$ cat config.mk
export PLATFORM = sky130hd
export DESIGN_NAME = pe_nic_rx
export DESIGN_NICKNAME = d
export VERILOG_FILES = /design/src/rtl/ring_pkg.sv /design/src/rtl/pe_rx_fifo.sv /design/src/rtl/pe_nic_rx.sv
export SDC_FILE = /design/constraint.sdc
export NUM_CORES = 1
export LEC_CHECK = 0
export CORE_MARGIN = 2
export CORE_UTILIZATION = 25
export CTS_CLUSTER_SIZE = 12
export DETAILED_ROUTE_END_ITERATION = 6
export DONT_BUFFER_PORTS = 1
export GPL_ROUTABILITY_DRIVEN = 0
export PLACE_DENSITY = 0.41
export REMOVE_ABC_BUFFERS = 1
export SKIP_LAST_GASP = 1
export SLEW_MARGIN = 20
export SYNTH_ARGS = -nofsm -noshare
export SYNTH_HDL_FRONTEND = slang
export SYNTH_SLANG_ARGS = --single-unit
export TNS_END_PERCENT = 5
$ cat constraint.sdc
create_clock -name CLK -period 11.45 [get_ports CLK]
set_input_delay 0.5725 -clock CLK [delete_from_list [all_inputs] [get_ports CLK]]
set_output_delay 0.5725 -clock CLK [all_outputs]
set_load 0.05 [all_outputs]
$ cat src/rtl/ring_pkg.sv
// Shared ring packet definitions used by the injection and ejection blocks.
package ring_pkg;
    localparam int PKT_W   = 64;
    localparam int VC_BIT  = 63;
    localparam int DIR_BIT = 62;
    localparam int HOP_MSB = 55;
    localparam int HOP_LSB = 48;
    localparam int SRC_MSB = 47;
    localparam int SRC_LSB = 32;
    localparam int PAY_MSB = 31;
    localparam int PAY_LSB = 0;

    typedef logic [PKT_W-1:0] pkt_t;

    // Source node id carried in a packet.
    function automatic logic [SRC_MSB-SRC_LSB:0] pkt_src(input pkt_t p);
        return p[SRC_MSB:SRC_LSB];
    endfunction
endpackage

$ cat src/rtl/pe_rx_fifo.sv
// Show-ahead synchronous FIFO. Push/pop arrive already qualified by the
// wrapper; occupancy is tracked separately so full and empty never alias.
module pe_rx_fifo
    import ring_pkg::*;
#(
    parameter int DEPTH = 4,
    parameter int LW    = $clog2(DEPTH) + 1
) (
    input  logic          clk,
    input  logic          rst_n,
    input  logic          push,
    input  logic          pop,
    input  pkt_t          din,
    output pkt_t          dout,
    output logic [LW-1:0] level,
    output logic [LW-1:0] level_nxt
);
    localparam int AW = $clog2(DEPTH);

    pkt_t              mem_q [DEPTH];
    logic [AW-1:0]     wr_ptr_q, wr_ptr_d;
    logic [AW-1:0]     rd_ptr_q, rd_ptr_d;
    logic [LW-1:0]     level_q, level_d;

    // Pointer and occupancy update; pointers wrap naturally since DEPTH is a power of 2.
    always_comb begin
        wr_ptr_d = wr_ptr_q + AW'(push);
        rd_ptr_d = rd_ptr_q + AW'(pop);
        level_d  = level_q + LW'(push) - LW'(pop);
    end

    // Control state, cleared asynchronously.
    always_ff @(posedge clk or negedge rst_n) begin
        if (!rst_n) begin
            wr_ptr_q <= '0;
            rd_ptr_q <= '0;
            level_q  <= '0;
        end else begin
            wr_ptr_q <= wr_ptr_d;
            rd_ptr_q <= rd_ptr_d;
            level_q  <= level_d;
        end
    end

    // Storage; a push into a full FIFO together with a pop reuses the head slot,
    // which is safe because the head is read combinationally this cycle.
    always_ff @(posedge clk) begin
        if (push) mem_q[wr_ptr_q] <= din;
    end

    assign dout      = mem_q[rd_ptr_q];
    assign level     = level_q;
    assign level_nxt = level_d;
endmodule

$ cat src/rtl/pe_nic_rx.sv
// Processor-side ejection port: buffers router deliveries, returns the
// pero credit, and keeps a delivered-packet counter and sticky overflow flag.
module pe_nic_rx
    import ring_pkg::*;
#(
    parameter int DEPTH = 4,
    parameter int CNT_W = 16,
    parameter int LW    = $clog2(DEPTH) + 1
) (
    input  logic             CLK,
    input  logic             RST,
    input  logic             peso,
    input  logic [63:0]      pedo,
    output logic             pero,
    input  logic             rd_en,
    output logic             rd_valid,
    output logic [63:0]      rd_data,
    output logic [15:0]      rd_src,
    output logic             rd_vc,
    output logic [LW-1:0]    level,
    output logic [CNT_W-1:0] pkt_cnt,
    output logic             ovf,
    input  logic             clr
);
    logic             pero_q, pero_d;
    logic [CNT_W-1:0] cnt_q, cnt_d;
    logic             ovf_q, ovf_d;
    logic [LW-1:0]    level_nxt;
    logic             full, pop_acc, push_acc;

    // A pop frees the head first, so a push into a full FIFO is accepted with it.
    always_comb begin
        full     = (level == LW'(DEPTH));
        pop_acc  = rd_en && rd_valid;
        push_acc = peso && (!full || pop_acc);
    end

    pe_rx_fifo #(.DEPTH(DEPTH), .LW(LW)) u_fifo (
        .clk       (CLK),
        .rst_n     (RST),
        .push      (push_acc),
        .pop       (pop_acc),
        .din       (pedo),
        .dout      (rd_data),
        .level     (level),
        .level_nxt (level_nxt)
    );

    // Credit leaves room for one packet already in flight plus one more;
    // clr takes priority over both counting and overflow capture.
    always_comb begin
        pero_d = (level_nxt <= LW'(DEPTH - 2));
        cnt_d  = cnt_q;
        ovf_d  = ovf_q;
        if (push_acc) cnt_d = cnt_q + 1'b1;
        if (peso && !push_acc) ovf_d = 1'b1;
        if (clr) begin
            cnt_d = '0;
            ovf_d = 1'b0;
        end
    end

    // Credit, counter and overflow registers.
    always_ff @(posedge CLK or negedge RST) begin
        if (!RST) begin
            pero_q <= 1'b0;
            cnt_q  <= '0;
            ovf_q  <= 1'b0;
        end else begin
            pero_q <= pero_d;
            cnt_q  <= cnt_d;
            ovf_q  <= ovf_d;
        end
    end

    assign pero     = pero_q;
    assign rd_valid = (level != '0);
    assign rd_src   = pkt_src(rd_data);
    assign rd_vc    = rd_data[VC_BIT];
    assign pkt_cnt  = cnt_q;
    assign ovf      = ovf_q;
endmodule

======== Yosys cells after proc, flatten, opt, wreduce, memory -nomap -nowiden ========
Memories as Yosys holds them, arrays and structs flattened.
Cells that the tools add are included.
storage, ports and cells
  register bits ........................... 25
  latch bits .............................. 0
  RAM bits ................................ 256
  memory bits (read-only) ................. 0
  input port bits ......................... 69
  output and inout bits ................... 103
  logic and storage cells ................. 29
  memories ................................ 1
memories
  memory        words  width  read ports  clocked after Yosys merged registers in  write ports  line              source
  u_fifo.mem_q  4      64     1           0                                        1            pe_rx_fifo.sv:20  pkt_t mem_q [DEPTH];
operators by class
  $add $sub $neg .......................... 5
  multipliers ............................. 0
  divide/modulo/power cells ............... 0
  $lt $le $gt $ge ......................... 1
  eq/ne operators ......................... 1
  shift-type cells ........................ 0
  mux-type cells .......................... 6
  bitwise operators ....................... 0
  reductions and logical operators ........ 9
operators with widths
  kind                   count
  $mux 16                2
  $add 16x1->16 const B  1
  $add 2x1->2            2
  $mux 1                 4
  $reduce_bool 2->1      2
  $add 3x1->3            1
  $eq 3x3->1 const B     1
  $le 3x2->1 const B     1
  $logic_and 1x1->1      3
  $reduce_bool 3->1      1
  $sub 3x1->3            1
  $logic_not 1->1        2
  $logic_or 1x1->1       1

======== Longest topological paths before layout ========
Gate-level depths: netlist of run 1.
  depth in word-level cells ............... 8
  gate-level depth with buffers ........... 10
  depth with buffers taken out ............ 10

======== Hierarchy ========
Synthesis of run 1 repeated with hierarchy kept, for this count alone.
unflattened totals
  cells, all modules ...................... 465
  area total of the unflattened synthesis .. 10,742.8 um^2
by module, submodules not included
  module      times used  cells each  area each (um^2)
  pe_rx_fifo  1           357         9,643.0
  pe_nic_rx   1           108         1,099.8

======== Worst setup path before layout of run 1 ========
OpenSTA, ideal clock, no wires.
  path kind ............................... register to register
  start ................................... reg u_fifo.level_q[1], in the netlist u_fifo.level[1]
  end ..................................... mem u_fifo.mem_q[1][0] (netlist bit) (enable)
  setup time .............................. 0.578 ns
  data arrival time ....................... 5.769 ns
  required time ........................... 10.872 ns
  slack ................................... 5.103 ns
  stages on the path, launching flop included .. 4
  path buffers ............................ 0
  clock period less this slack ............ 6.347 ns
  cells stage by stage .................... dfrtp_1 or4b_1 nand2_1 nor3b_1
on the way
  word-level cells in the longest chain between the ends .. 6
  elaborated cells on any way between the ends .. 8
  those cells by class .................... eq/ne: 1; mux: 2; reduce/logical: 5
ends and longest elaborated chain
  item                                                  line                              source
  start, declared                                       pe_rx_fifo.sv:23                  logic [LW-1:0] level_q, level_d;
  start signal, assigned                                pe_rx_fifo.sv:41                  level_q <= level_d;
  $eq 3x3->1 or $reduce_bool 3->1 (tied branches)       pe_nic_rx.sv:33, pe_nic_rx.sv:77
  $logic_not 1->1 or $logic_and 1x1->1 (tied branches)  pe_nic_rx.sv:35, pe_nic_rx.sv:34
  $logic_or 1x1->1 (*)                                  pe_nic_rx.sv:35                   push_acc = peso && (!full || pop_acc);
  $logic_and 1x1->1 (*)                                 pe_nic_rx.sv:35
  $mux 1 (*)                                            pe_rx_fifo.sv:48                  if (push) mem_q[wr_ptr_q] <= din;
  $mux 1 (implied by the code) (*)                      pe_rx_fifo.sv:48
  end, declared                                         pe_rx_fifo.sv:20
Mark *: on every way between the ends. The rest lies on a longest branch, timed or not.

======== Final worst setup path of run 1 ========
  start ................................... reg u_fifo.rd_ptr_q[0]
  end ..................................... out rd_data[37]
on the way
  word-level cells in the longest chain between the ends .. 1
ends and longest elaborated chain
  item                    line              source
  start, declared         pe_rx_fifo.sv:22  logic [AW-1:0] rd_ptr_q, rd_ptr_d;
  start signal, assigned  pe_rx_fifo.sv:40  rd_ptr_q <= rd_ptr_d;
  $mem_v2 4x64            n/a
  end, declared           pe_nic_rx.sv:17   output logic [63:0] rd_data,
Every way passes these cells.

==> flow_metrics.py, run 1 <==
metrics = {
    "die": {
        "io-pin-count": 172,
        "die_w_um": 209,
        "coreArea_sq_mm": 0.0418,
        "initial_core_util": 0.252,
        "dieArea_sq_mm": 0.0438,
        "die_h_um": 209,
        "fp-row-count": 75,
    },
    "setup_path": {
        "crit_start": "u_fifo.rd_ptr_q[0]",
        "regToRegStartpoint": "u_fifo.level[1]",
        "reg2reg_depth": 10,
        "path_class": "reg -> out",
        "cp-start-kind": "register",
        "reg2reg_to": "pero",
        "cp.arrival_ns": 3.03,
        "endpoint_kind": "output port",
        "critPathRequiredTime_ns": 10.88,
        "setup.worst_path.end": "rd_data[37]",
        "cp_max_fo": 39,
        "regToRegSetupSlack_ns": 8.41,
    },
    "cts": {
        "clk-insertion-delay-late_ns": 0.52,
        "cts_root_buffer": "clkbuf_16",
        "numCtsBuffers": 34,
        "cts_tree": "yes",
        "cts_buffer_depth": 3,
        "cts_setup_buffers": 0,
        "htreeDepth": 2,
        "cts_sinks": 281,
        "cts_resized": 0,
        "clkSlewWorstSetupHoldPaths_ns": 0.06,
    },
    "pwr": {
        "p_per_area_mw_per_mm2": 316,
        "ir_drop_v": 0.000116,
        "cellLeakagePower_nw": 3.89,
    },
    "place": {
        "hpwl_mm": 12.4,
        "port_buffers": 0,
        "post_dp_cell_area_sq_mm": 0.0111,
    },
    "logic_synthesis": {
        "synth_seq_cells": 281,
        "yosysWarnings": 0,
        "yosysTopAreaCellShare": 0.730,
        "netlist_area_sq_mm": 0.0105,
        "postSynthAreaPerCell_sq_um": 22.4,
        "yosysUniqueCellTypes": 32,
        "synth_top_area_cell": "edfxtp_1",
        "synth_area_leaders": "edfxtp_1, mux4_2, dfrtp_1",
        "yosysSeqAreaShare": 0.790,
        "synth_cells": 469,
    },
    "sta": {
        "skew_ns": 0.00812,
        "fmax_mhz": 278,
        "fin_crit_sh": 0.315,
        "slew_viol_final": 0,
        "whs_ns": 0.110,
        "rsz0062_at_grt": "false",
        "setup_viol": 0,
        "hold_viol_final": 0,
        "min_period_ns": 3.60,
        "finalSetupTns_ns": 0,
        "worst_pin_slew_ns": 1.07,
        "slew-limit-headroom": 0.284,
    },
    "detailed_routing": {
        "drtAntennaViolNets": 0,
        "drc": 0,
        "drt_iter0_drc": 190,
        "drt_wl_total_mm": 21.4,
        "routed_via_density": 4.30,
        "wl_per_cell_um": 20.5,
        "first_pass_iters": 4,
        "num_vias": 4491,
    },
    "layout": {
        "drive_above_1_share": 0.255,
        "layout.nets": 556,
        "fill_cells": 4012,
        "multi_input_area_sq_mm": 0.00201,
        "regArea_sq_mm": 0.00832,
        "final_common_cell": "edfxtp_1",
        "diodes": 0,
        "final_cell_mix": "edfxtp_1, mux4_2, clkbuf_16",
        "area_growth_pct": 17.0,
        "finalInstanceArea_sq_mm": 0.0123,
    },
    "worst_hold_path": {
        "hold_path.class": "in -> reg",
        "worstHoldStart": "clr",
    },
    "global_routing": {
        "antenna_found_initial": 0,
        "grtUsageTotal": 0.0978,
        "grt_start_max_net_pins": 65,
        "grt_pass1_wl_mm": 31.5,
        "grt_pass1_vias": 4994,
        "grt_overflow": 0,
    },
    "flow_run": {
        "cap_viol_max_count": 0,
    },
    "run_status": {
        "status": "finished, final reports clean",
    },
}
[final cells by class]
cell class	count	area share
Clock inverter	20	0.0179
Timing Repair Buffer	11	0.0106
Tap cell	539	0.0547
Sequential cell	281	0.675
Inverter	6	0.00183
Multi-Input combinational cell	147	0.163
Clock buffer	41	0.0764
[cell usage after synthesis]
master and count:
a21oi_1 11, and2_1 1, and3_1 1, and4_1 1, buf_1 4, buf_2 7, buf_4 17, clkbuf_1 7
dfrtp_1 25, edfxtp_1 256, fa_1 1, ha_1 5, inv_1 5, inv_2 1, mux4_2 64, nand2_1 7
nand3_1 3, nand3_2 1, nand4_1 5, nor2_1 8, nor3_1 3, nor3b_1 2, nor4_1 1, nor4b_1 2
o21ai_0 6, o21ai_1 1, o31ai_1 1, or3_1 9, or4_1 1, or4b_1 2, xnor2_1 7, xor2_1 4
[per-layer routing]
metal	wire length [um]	vias to the layer above	GRT usage
li1	-	1942	-
met5	0	-	0
met1	8130	2343	0.108
met4	500	0	0.0342
met3	2570	41	0.0567
met2	10200	165	0.157
[worst max-delay path, cell delays in order (launching register included)]
cell and delay, ns:
dfrtp_4 0.81, buf_4 0.78, mux4_2 0.88
[how the worst min path moves through the flow]
stage | end | slack (ns) | depth (start not counted)
final | pkt_cnt[4] | 0.11 | 1
after global routing | pkt_cnt[4] | 0.07 | 1
after CTS | pkt_cnt[4] | 0.07 | 1
after detailed placement | ovf | 0.28 | 0
after global placement | ovf | 0.28 | 0
after floorplan | ovf | 0.28 | 0
[cells by family (layout without fill, tap and decap cells)]
group,after synthesis,count (layout),synth area share
buf+inv,41,78,0.0215
xor+xnor,11,11,0.00915
compound gates,19,19,0.00927
fa+ha+maj,6,6,0.00784
mux,64,64,0.137
flops,281,281,0.790
simple gates,47,47,0.0258
[flip-flops by register name (all words and copies together) (netlist names)]
register and cells:
ovf 1, pero 1, pkt_cnt 16, u_fifo.level 3, u_fifo.mem_q 256, u_fifo.rd_ptr_q 2, u_fifo.wr_ptr_q 2
[where the power goes]
group,switching (mW),internal [mW],total (mW)
Sequential,0.128,1.34,1.47
Clock,0.399,0.697,1.10
Combinational,1.03,0.298,1.33
[through the flow]
stage                util  setup slack [ns]  cells  power, mW
finish              0.295              7.85   1045       3.89
global route        0.295              7.55   1045       4.06
CTS                 0.294              7.65   1044       3.98
detailed placement  0.266              8.24    981       2.86
global placement    0.265              8.22    980       2.83
floorplan               -              5.10    434       2.64
[repair_timing]
action / CTS / global route
hold endpoints to repair: 25 / 0
setup endpoints to repair: 0 / 0
hold buffers: 2 / 0
Note: power is estimated with default switching activity, not from simulation.
==> inputs of run 2 (changes only) <==
==> constraint.sdc (replaced) <==
create_clock -name CLK -period 3.4 [get_ports CLK]
set_input_delay 0.17 -clock CLK [delete_from_list [all_inputs] [get_ports CLK]]
set_output_delay 0.17 -clock CLK [all_outputs]
set_load 0.05 [all_outputs]
==> run 2 against run 1 <==
  * Register-to-register slack got worse by 7.7 ns
  * Clock skew increased by 0.0088 ns
  * Flip-flop and latch count unchanged
  * Cell area increased by 5.2%
  * Critical path depth unchanged
  * Sequential share of layout area decreased by 3.3 points
  * Non-clock buffer count increased by 71
  * Utilization increased by 1.5 points
  * Largest cell class unchanged
  * Highest routed layer is now met5
==> flow_metrics.py, run 2 (synthesized netlist as in run 1, its figures left out) <==
metrics = {
    "cts": {
        "cts_resized": 0,
        "clk-insertion-delay-late_ns": 0.51,
        "cts_root_buffer": "clkbuf_16",
        "cts_buffer_depth": 3,
        "htreeDepth": 2,
        "cts_tree": "yes",
        "numCtsBuffers": 35,
        "clkSlewWorstSetupHoldPaths_ns": 0.06,
        "cts_sinks": 281,
    },
    "place": {
        "port_buffers": 0,
        "hpwl_mm": 12.6,
    },
    "layout": {
        "final_common_cell": "edfxtp_1",
        "drive_above_1_share": 0.225,
        "area_growth_pct": 23.0,
        "top_register": "u_fifo.mem_q",
        "final_cell_mix": "edfxtp_1, dlygate4sd3_1, mux4_2",
        "largest_reg_flops": 256,
        "layout.nets": 628,
    },
    "sta": {
        "rsz0062_at_grt": "false",
        "fin_crit_sh": 0.797,
        "whs_ns": 0.0709,
        "slew-limit-headroom": 0.559,
        "fmax_mhz": 369,
        "skew_ns": 0.0170,
        "hold_viol_final": 0,
        "min_period_ns": 2.71,
        "worst_pin_slew_ns": 0.662,
        "slew_viol_final": 0,
        "setup_viol": 0,
        "finalSetupTns_ns": 0,
    },
    "detailed_routing": {
        "num_vias": 4834,
        "drc": 0,
        "wl_per_cell_um": 19.9,
        "drt_iter0_drc": 232,
        "drtAntennaViolNets": 0,
        "first_pass_iters": 6,
        "routed_via_density": 4.32,
        "drt_wl_total_mm": 22.2,
    },
    "die": {
        "dieArea_sq_mm": 0.0438,
        "die_h_um": 209,
        "die_w_um": 209,
        "initial_core_util": 0.252,
        "io-pin-count": 172,
        "fp-row-count": 75,
        "coreArea_sq_mm": 0.0418,
    },
    "global_routing": {
        "grtUsageTotal": 0.102,
        "grt_start_max_net_pins": 65,
        "grt_pass1_wl_mm": 33.0,
        "grt_overflow": 0,
        "antenna_found_initial": 2,
        "grt_pass1_vias": 5311,
    },
    "setup_path": {
        "cp.arrival_ns": 2.54,
        "regToRegSetupSlack_ns": 0.70,
        "path_class": "reg -> out",
        "reg2reg_to": "pero",
        "regToRegStartpoint": "u_fifo.level[0]",
        "cp_max_fo": 21,
        "critPathRequiredTime_ns": 3.23,
        "cp-start-kind": "register",
        "setup.worst_path.end": "rd_src[2]",
        "reg2reg_depth": 10,
        "crit_start": "u_fifo.rd_ptr_q[0]",
        "endpoint_kind": "output port",
    },
    "flow_run": {
        "cap_viol_max_count": 0,
    },
    "pwr": {
        "cellLeakagePower_nw": 4.14,
        "p_per_area_mw_per_mm2": 1000,
        "ir_drop_v": 0.000439,
    },
    "worst_hold_path": {
        "hold_path.class": "in -> reg",
    },
    "run_status": {
        "status": "finished, final reports clean",
    },
}
## run 2: cell types whose count changed in the layout (fill, tap and decap cells not counted)
cell | before | now
dlygate4sd3_1 | 1 | 69
buf_12 | 2 | 7
clkbuf_1 | 4 | 9
bufinv_16 | 5 | 2
clkbuf_16 | 37 | 35
clkinv_1 | 10 | 8
clkinv_2 | 3 | 5
clkinvlp_4 | 0 | 2
buf_16 | 1 | 0
buf_4 | 7 | 6
diode_2 | 0 | 1
inv_6 | 2 | 1
## run 2: final cells by class
cell class	count	area (sq um)
clock inverter	18	139
inverter	6	22.5
antenna	1	2.50
tap	539	674
sequential	281	8320
multi-input combinational	147	2010
timing repair buffer	82	876
fill	3981	28800
clock buffer	44	910
## run 2: power by group
part	internal (mW)	leakage (nW)	switching, mW	total (mW)
Sequential	4.51	2.68	0.408	4.92
Combinational	1.12	0.958	3.58	4.70
Clock	2.04	0.507	1.35	3.40
Total	7.67	4.14	5.34	13.0
## run 2: repair_timing
action / in CTS / in global routing
buffers inserted: 0 / 0
hold endpoints to repair: 299 / 0
hold buffers: 70 / 0
## run 2: how the worst min path moves through the flow
| stage | slack, ns | from | cells past startpoint | endpoint |
|---|---|---|---|---|
| floorplan | -0.13 | RST | 0 | ovf |
| global placement | -0.12 | RST | 0 | ovf |
| detailed placement | -0.12 | RST | 0 | ovf |
| CTS | 0.02 | rd_en | 4 | ovf |
| global route | 0.06 | RST | 2 | u_fifo.level[0] |
| finish | 0.07 | rd_en | 4 | ovf |
## run 2: metrics by stage
step / cells / instance area [sq um] / utilization / total power [mW] / setup slack (ns)
floorplan: 434 / 10300 / - / 8.90 / -2.95
global placement: 985 / 11200 / 0.268 / 9.66 / 0.799
detailed placement: 985 / 11200 / 0.268 / 9.72 / 0.688
finish: 1118 / 13000 / 0.310 / 13.0 / 0.691
CTS: 1117 / 13000 / 0.310 / 13.3 / 0.553
global route: 1117 / 13000 / 0.310 / 13.6 / 0.495
## run 2: critical path, cell delays in order (launching register included)
cell	delay, ns
dfrtp_4	0.73
buf_4	0.43
mux4_2	0.85
## run 2: routing by layer
metal  vias up  global-route usage  share of wire
met5         -                   0        0.00059
met4         2              0.0352          0.022
met3        41              0.0418          0.081
met2       167               0.168           0.49
met1      2531               0.120           0.40
li1       2093                   -              -
==> inputs of run 3 (changes only) <==
--- a/config.mk
+++ b/config.mk
@@ -11,7 +11,7 @@
 export DETAILED_ROUTE_END_ITERATION = 6
 export DONT_BUFFER_PORTS = 1
 export GPL_ROUTABILITY_DRIVEN = 0
-export PLACE_DENSITY = 0.41
+export PLACE_DENSITY = 0.43
 export REMOVE_ABC_BUFFERS = 1
 export SKIP_LAST_GASP = 1
 export SLEW_MARGIN = 20
==> constraint.sdc (replaced) <==
create_clock -name CLK -period 2.2 [get_ports CLK]
set_input_delay 0.11 -clock CLK [delete_from_list [all_inputs] [get_ports CLK]]
set_output_delay 0.11 -clock CLK [all_outputs]
set_load 0.05 [all_outputs]
==> run 3 against run 2 <==
  * The flow now finishes with violations (negative setup slack)
  * Count of clock-buffer cells in the layout fell by 1
  * Highest routed layer unchanged
  * Register-to-register slack lost 0.72 ns
  * Clock power grew 39%
  * Utilization increased by 1.5 points
  * Total power is 62% higher
  * Worst setup slack worse by 0.72 ns
  * Global-route usage rose by 0.38 points
  * Combinational power rose by 91%
==> flow_metrics.py, run 3 (synthesized netlist as in run 1, its figures left out) <==
metrics = {
    "sta": {
        "fmax_mhz": 449,
        "min_period_ns": 2.23,
        "skew_ns": 0.0131,
        "setup_viol": 27,
        "slew-limit-headroom": 0.579,
        "hold_viol_final": 0,
        "fin_crit_sh": 1.01,
        "fin_ws_ns": -0.0275,
        "finalSetupTns_ns": -0.183,
        "rsz0062_at_grt": "true",
        "slew_viol_final": 0,
        "worst_pin_slew_ns": 0.630,
    },
    "layout": {
        "area_growth_pct": 29.1,
        "final_cell_mix": "edfxtp_1, dlygate4sd3_1, mux4_2",
        "drive_above_1_share": 0.307,
        "largest_reg_flops": 256,
        "final_common_cell": "edfxtp_1",
        "layout.nets": 676,
        "top_register": "u_fifo.mem_q",
        "diodes": 0,
    },
    "detailed_routing": {
        "drt_wl_total_mm": 23.4,
        "drc": 0,
        "num_vias": 5006,
        "wl_per_cell_um": 20.2,
        "first_pass_iters": 4,
        "drt_iter0_drc": 199,
        "drtAntennaViolNets": 0,
        "routed_via_density": 4.31,
    },
    "cts": {
        "cts_tree": "yes",
        "htreeDepth": 1,
        "clkSlewWorstSetupHoldPaths_ns": 0.06,
        "clk-insertion-delay-late_ns": 0.57,
        "numCtsBuffers": 31,
        "cts_buffer_depth": 3,
        "cts_sinks": 281,
        "cts_root_buffer": "clkbuf_16",
    },
    "global_routing": {
        "grt_overflow": 0,
        "grt_pass1_vias": 5632,
        "grt_start_max_net_pins": 45,
        "grt_pass1_wl_mm": 34.9,
        "antenna_found_initial": 2,
        "grtUsageTotal": 0.106,
    },
    "place": {
        "hpwl_mm": 14.1,
        "port_buffers": 0,
    },
    "setup_path": {
        "path_class": "reg -> out",
        "cp.arrival_ns": 2.12,
        "crit_start": "u_fifo.rd_ptr_q[0]",
        "cpPeakStageDelay_ns": 0.69,
        "endpoint_kind": "output port",
        "regToRegSetupSlack_ns": -0.02,
        "regToRegStartpoint": "u_fifo.level[0]",
        "critPathBufInv": 2,
        "worst_path_max_delay_cell": "mux4_2",
        "cp-start-kind": "register",
        "cp_max_fo": 12,
        "critPathRequiredTime_ns": 2.09,
        "crit_path_cell_trace": "buf_12 -> bufbuf_16 -> mux4_2",
        "critPathTopFamily": "multiplexers",
    },
    "die": {
        "coreArea_sq_mm": 0.0418,
        "dieArea_sq_mm": 0.0438,
        "fp-row-count": 75,
        "initial_core_util": 0.252,
        "die_h_um": 209,
        "io-pin-count": 172,
        "die_w_um": 209,
    },
    "pwr": {
        "ir_drop_v": 0.000698,
        "cellLeakagePower_nw": 4.49,
        "p_per_area_mw_per_mm2": 1550,
        "p_total_mw": 21.0,
    },
    "worst_hold_path": {
        "hold_path.class": "in -> async",
    },
    "run_status": {
        "status": "complete, but fails checks",
        "violations": "negative setup slack",
    },
    "flow_run": {
        "cap_viol_max_count": 0,
    },
}
## run 3: changes by cell type in the layout (fill, tap and decap cells not counted), moves of 2 or more
cell       before  now
buf_12          7   21
buf_4           6   30
buf_6           0    9
bufbuf_16       0    2
bufinv_16       2    0
clkbuf_8        0    2
clkinv_1        8    2
ha_1            5    3
ha_4            0    2
inv_1           5    3
inv_2           1    3
## run 3: power by group
group / internal [mW] / switching, mW
logic: 2.85 / 6.13
registers: 6.97 / 0.352
clock network: 2.72 / 1.99
total: 12.5 / 8.47
## run 3: final cells by class
type | count | area [sq um]
clock buffer | 43 | 862
clock inverter | 12 | 71.3
fill | 3917 | 28200
inverter | 6 | 22.5
multi-input combinational | 147 | 2060
sequential | 281 | 8320
tap | 539 | 674
timing repair buffer | 134 | 1580
## run 3: per-layer routing
| metal | wire (um) | GRT usage | up-vias |
|---|---|---|---|
| met5 | 26 | 0 | - |
| met4 | 560 | 0.0278 | 4 |
| met3 | 1770 | 0.0386 | 41 |
| met2 | 11600 | 0.179 | 159 |
| met1 | 9470 | 0.127 | 2614 |
| li1 | - | - | 2188 |
## run 3: through the flow
step / hold WS, ns / cell area, sq um / util / instances / setup slack, ns
3_5_place_dp: -0.185 / 11600 / 0.279 / 1024 / -0.215
2_1_floorplan: -0.186 / 10300 / - / 434 / -4.15
5_1_grt: 0.0650 / 13600 / 0.325 / 1162 / -0.103
4_1_cts: 0.0241 / 13500 / 0.323 / 1158 / -0.0926
3_3_place_gp: -0.185 / 11600 / 0.279 / 1024 / -0.109
6_report: 0.0570 / 13600 / 0.325 / 1162 / -0.0275
## run 3: repair_timing
action                                 4_1_cts  5_1_grt
hold buffers                                71        0
buffers inserted                             6        2
endpoints found under the hold margin      302        0
gates resized for setup                     14        6
setup endpoints to repair                   77      164
pin swaps                                    5        3
gates cloned                                 2        2
## run 3: final timing paths
kind	end	cells past startpoint
max in group asynchronous	u_fifo.rd_ptr_q[1]	3
max reg2reg	pero	10
min in group CLK	u_fifo.mem_q[2][12]	1
min	pkt_cnt[5]	3
min reg2reg	u_fifo.wr_ptr_q[1]	1
max	rd_data[49]	3
## run 3: worst min-delay path: stages
cell and delay (ns):
dlygate4sd3_1 0.57, buf_12 0.11, buf_12 0.17
